File: src/rtl/pc_control.sv
// Program-counter unit: branch/JAL/JALR redirection, stall, IMEM wrap, and
// run/halt/single-step control from a debounced button. Optional macro: PC_RETIRE_CNT_EN.
module pc_control #(
  parameter int               XLEN            = 32,
  parameter logic [XLEN-1:0]  RESET_VECTOR    = '0,
  parameter int               IMEM_DEPTH      = 64,
  parameter int               DEBOUNCE_CYCLES = 16
) (
  input  logic            clk,
  input  logic            rst_n,
  input  logic            run_mode,
  input  logic            step_btn,
  input  logic            stall,
  input  logic            branch_taken,
  input  logic            jump,
  input  logic            jalr,
  input  logic [XLEN-1:0] imm,
  input  logic [XLEN-1:0] rs1_data,
  output logic [XLEN-1:0] pc,
  output logic [XLEN-1:0] pc_plus4,
  output logic            commit_en,
  output logic [1:0]      state,
  output logic            fault,
  output logic [31:0]     retired_count
);

  typedef enum logic [1:0] {
    ST_HALT  = 2'b00,
    ST_RUN   = 2'b01,
    ST_STEP  = 2'b10,
    ST_FAULT = 2'b11
  } state_e;

  localparam logic [XLEN:0] IMEM_SPAN = (XLEN+1)'(4 * IMEM_DEPTH);
  localparam int            CNT_W     = (DEBOUNCE_CYCLES > 1) ? $clog2(DEBOUNCE_CYCLES) : 1;
  localparam logic [CNT_W-1:0] CNT_MAX = CNT_W'(DEBOUNCE_CYCLES - 1);

  logic [XLEN-1:0]  pc_q, pc_d, tgt;
  state_e           state_q;
  logic             fault_q;
  logic             redirect, tgt_bad, commit;
  logic [XLEN:0]    seq_off;

  logic [1:0]       sync_q;
  logic             db_level_q, step_pulse_q;
  logic [CNT_W-1:0] db_cnt_q;

  assign pc_plus4  = pc_q + XLEN'(4);
  assign commit    = !stall && (state_q == ST_RUN || state_q == ST_STEP);
  assign commit_en = commit;
  assign pc        = pc_q;
  assign state     = state_q;
  assign fault     = fault_q;

  // Offsets are taken relative to RESET_VECTOR so one unsigned compare covers
  // both ends of the range: targets below the base wrap to huge offsets.
  assign seq_off = {1'b0, pc_q - RESET_VECTOR} + (XLEN+1)'(4);

  // NOTE: every branch assigns every output first-hand, so no latch is inferred.
  always_comb begin
    redirect = jalr | jump | branch_taken;
    if (jalr)                       tgt = (rs1_data + imm) & ~XLEN'(1);
    else if (jump || branch_taken)  tgt = pc_q + imm;
    else if (seq_off == IMEM_SPAN)  tgt = RESET_VECTOR;
    else                            tgt = pc_plus4;
    tgt_bad = redirect && ((tgt[1:0] != 2'b00) ||
                           ({1'b0, tgt - RESET_VECTOR} >= IMEM_SPAN));
    pc_d    = (commit && !tgt_bad) ? tgt : pc_q;
  end

  // Button path: 2-FF synchroniser, stability counter, rising-edge pulse.
  // NOTE: sequential state uses non-blocking assignments only, so the later
  // default-override of step_pulse_q reads the pre-edge db_level_q.
  always_ff @(posedge clk) begin
    if (!rst_n) begin
      sync_q       <= 2'b00;
      db_level_q   <= 1'b0;
      db_cnt_q     <= '0;
      step_pulse_q <= 1'b0;
    end else begin
      sync_q       <= {sync_q[0], step_btn};
      step_pulse_q <= 1'b0;
      if (sync_q[1] == db_level_q) begin
        db_cnt_q <= '0;
      end else if (db_cnt_q == CNT_MAX) begin
        db_cnt_q     <= '0;
        db_level_q   <= ~db_level_q;
        step_pulse_q <= ~db_level_q;
      end else begin
        db_cnt_q <= db_cnt_q + 1'b1;
      end
    end
  end

  // NOTE: reset is synchronous; it wins over every state including FAULT.
  always_ff @(posedge clk) begin
    if (!rst_n) begin
      pc_q    <= RESET_VECTOR;
      state_q <= ST_HALT;
      fault_q <= 1'b0;
    end else begin
      pc_q    <= pc_d;
      fault_q <= fault_q | (commit & tgt_bad);
      unique case (state_q)
        // HALT still reacts while stall is high so a press is never lost.
        ST_HALT: begin
          if (run_mode)          state_q <= ST_RUN;
          else if (step_pulse_q) state_q <= ST_STEP;
        end
        ST_RUN: begin
          if (commit && tgt_bad)        state_q <= ST_FAULT;
          else if (!stall && !run_mode) state_q <= ST_HALT;
        end
        ST_STEP: begin
          if (commit) state_q <= tgt_bad ? ST_FAULT : ST_HALT;
        end
        ST_FAULT: state_q <= ST_FAULT;
        default:  state_q <= ST_HALT;
      endcase
    end
  end

`ifdef PC_RETIRE_CNT_EN
  logic [31:0] retired_q;

  always_ff @(posedge clk) begin
    if (!rst_n)                             retired_q <= '0;
    else if (commit && (retired_q != '1))   retired_q <= retired_q + 32'd1;
  end

  assign retired_count = retired_q;
`else
  assign retired_count = '0;
`endif

endmodule

File: config.mk
export PLATFORM = sky130hd
export DESIGN_NAME = pc_control
export DESIGN_NICKNAME = d
export VERILOG_FILES = /design/src/rtl/pc_control.sv
export SDC_FILE = /design/constraint.sdc
export NUM_CORES = 1
export LEC_CHECK = 0
export CORE_UTILIZATION = 32
export DETAILED_ROUTE_END_ITERATION = 8
export PLACE_DENSITY = 0.69
export SETUP_SLACK_MARGIN = 0.05
export SLEW_MARGIN = 20
export SYNTH_ARGS = -nofsm -noshare
export SYNTH_HDL_FRONTEND = slang
export SYNTH_SLANG_ARGS = --single-unit
File: constraint.sdc
create_clock -name clk -period 3.95 [get_ports clk]
set_input_delay 0.79 -clock clk [delete_from_list [all_inputs] [get_ports clk]]
set_output_delay 0.79 -clock clk [all_outputs]
set_load 0.005 [all_outputs]
==> impl_metrics.yaml <==
detailed_routing:
  routedWlPerCell_um: 20.5
  detailedRoute.firstPassIterationCount: 5
  final_antenna_net_count: 0
  num_vias: 10925
  finalWirelength_mm: 39.1
  route.detailed.drc: 0
  drt_iter0_drc: 1094
  viasPerCell: 5.74
power_and_ir_drop:
  max-vdd-ir-drop_mv: 0.187
  cellLeakagePower_nw: 5.66
  power.density_nw_per_um2: 203
clocking:
  clkSinkCount: 43
  clkSlewWorstSetupHoldPaths_ns: 0.07
  cts-root-buf: "clkbuf_16"
  cts_hold_buffers: 0
  cts_buffers: 5
  clk_latency_ns: 0.30
  htreeDepth: 2
  cts_buffer_depth: 2
  cts_tree: "done"
yosys:
  synth_common_cells: "110 x a21oi_1, 101 x nand2_1, 71 x nor2_1, 69 x ha_1, 61 x nand3_1"
  syn-cell-area_um2: 8020
  yosys.area_share.adder_pct: 11.3
  synth.distinct_cells: 97
  ys_ff_latch: 43
  synth_flop_cell: "dfxtp_1"
  synthArstFlopShare_pct: 0
  synth_area_leaders: "ha_1 11%, dfxtp_1 11%, a21oi_1 6.9%, nand2_1 4.7%, xnor2_1 3.9%"
  synth_edf_count: 0
  synth_warnings: 0
  synth_top_area_share_pct: 10.8
  synth-compound-area-share_pct: 32.0
  synth.most_common_cell: "a21oi_1"
  synth_top_area_cell: "ha_1"
  yosysSeqAreaShare_pct: 10.7
  synthSimpleGateAreaFrac_pct: 28.8
  synth_cells: 1129
  synth_xor_area_share_pct: 6.99
  avgSynthCellArea_um2: 7.11
  synth_top_family_by_area: "compound AO/OA/AOI/OAI gates"
  yosys-mux-area-fraction_pct: 1.78
layout:
  drive_gt1_share_pct: 40.2
  n_antenna_cell: 0
  syn_to_final_growth_pct: 69.9
  final_nets: 1721
  fill_cells: 2267
  fin_area_um2: 13600
  layoutNonFillerInstCount: 1903
die:
  start_util_pct: 32.8
  core_um2: 24500
  die_x_um: 160
  die-area_um2: 25700
  die_h_um: 160
  rows: 57
  io-pin-count: 172
worst_setup_path:
  cp_cell_sequence: "clkdlybuf4s15_2, ha_4, buf_4, o21ai_1, o211ai_1, a211oi_4, buf_4, a21bo_4, and4_4, a211oi_4, o211ai_1, nor4_4, nand4_1, buf_4, buf_6, and3_4, o21a_1"
  rr_endpoint: "pc[18]"
  slowest_stage: "o211ai_1"
  critPathMaxStageDelay_ns: 0.36
  cpMostUsedCell: "buf_4"
  cp-end-kind: "register"
  worst-setup-path-type: "input port to register"
  startpoint_type: "input port"
  cp_top_family: "compound AO/OA/AOI/OAI gates"
  arrival_ns: 4.18
  path_max_fanout: 7
  critical_path_depth: 17
  reg2reg_depth: 14
  worstReg2RegStart: "pc[3]"
  required_ns: 4.14
  rrSetupSlack_ns: -0.04
  path_buf_inv: 5
sta:
  fin_crit_sh_pct: 101
  hold_ws_ns: 0.439
  relSlewSlack_pct: 26.9
  timing.final.ws_setup_ns: -0.0437
  final_max_slew_viol_count: 0
  min_period_ns: 3.99
  max_freq_mhz: 250
  hold_viol_final: 0
  rsz0062_at_grt: "yes"
  skew_ns: 0.00750
  setup_viol: 3
  worstMarginPinSlew_ns: 1.09
  tns_ns: -0.0756
global_route:
  grt_overflow: 0
  grt_max_degree: 32
  grt_pass1_wl_mm: 59.2
  grtUsageTotal_pct: 29.3
  grt_pass1_vias: 10617
  antenna_found_initial: 0
placed_design:
  post-place-ws_ns: -1.02
  gp_congestion: 0.944
  dpl_cell_area_um2: 11900
  dp_hpwl_mm: 30.7
  dp_cells: 1848
  io_buffer_count: 139
hold_path:
  hp-class: "register to register"
  hold_depth: 1
  hold_path_end: "sync_q[1]"
  hp-start: "sync_q[0]"
run:
  cap_viol_max_count: 0
run_status:
  failed_checks: "setup timing"
  status: "finished, violations left"
-- area by class of cell --
cell class / count / area [um2] / area share, %
Multi-Input combinational cell: 988 / 7890 / 57.9
Timing Repair Buffer: 515 / 4230 / 31.0
Sequential cell: 43 / 868 / 6.37
Tap cell: 324 / 405 / 2.97
Clock buffer: 5 / 125 / 0.918
Inverter: 25 / 93.8 / 0.688
Clock inverter: 3 / 23.8 / 0.174
-- layer usage --
metal	vias up	track usage (%)	share of wire [%]
li1	5130	-	-
met1	5230	39.1	44
met2	478	49.4	46
met3	87	2.79	6.4
met4	0	9.31	3.2
met5	-	0	0
-- power breakdown --
group	switching [mW]	internal (mW)	total (mW)
sequential	0.0487	0.462	0.511
combinational	0.915	0.902	1.82
clock	0.201	0.237	0.438
-- repair_timing --
action / CTS / global route
resized for setup: 330 / 73
buffers inserted: 39 / 12
cloned: 1 / 0
setup endpoints to repair: 37 / 36
pin swaps: 123 / 62
-- registers in the layout, summed over array words and instances (netlist names) --
signal        cells
db_cnt_q          4
state             2
db_level_q        1
fault             1
pc               32
step_pulse_q      1
sync_q            2
-- how the worst max path moves through the flow --
stage	slack, ns	to	from
CTS	0.05	pc[22]	rs1_data[8]
global route	-0.11	pc[18]	imm[0]
finish	-0.04	pc[18]	rs1_data[10]
global placement	-0.97	pc[31]	imm[0]
floorplan	0.14	pc[30]	imm[6]
detailed placement	-1.02	pc[22]	imm[0]
-- placed cells by master (no fill, tap or decap), types with 23 or more instances in the layout --
master,count
o21ai_0,40
nor3_1,33
a21o_1,23
nand3_1,48
nand2_1,95
dfxtp_1,37
nor2_1,66
nand4_1,34
buf_6,24
xnor2_1,32
a21oi_1,84
clkdlybuf4s50_1,91
ha_1,23
xor2_1,27
conb_1,32
inv_1,24
buf_4,355
ha_4,43
a21oi_2,24
-- cells by family after synthesis --
group                    after synthesis
multiplexers                          14
AND/OR/NAND/NOR                      429
other                                  1
AO/OA/AOI/OAI                        378
flip-flops                            43
XOR/XNOR                              64
adder cells (fa/ha/maj)               71
buffers and inverters                129
-- per-stage QoR --
step           util [%]  total power, mW
3_5_place_dp       48.5             2.04
3_3_place_gp       48.5             2.03
5_1_grt            55.7             2.89
2_1_floorplan         -             1.27
4_1_cts            54.1             2.65
6_report           55.7             2.77
(Power assumes the default switching activity.)
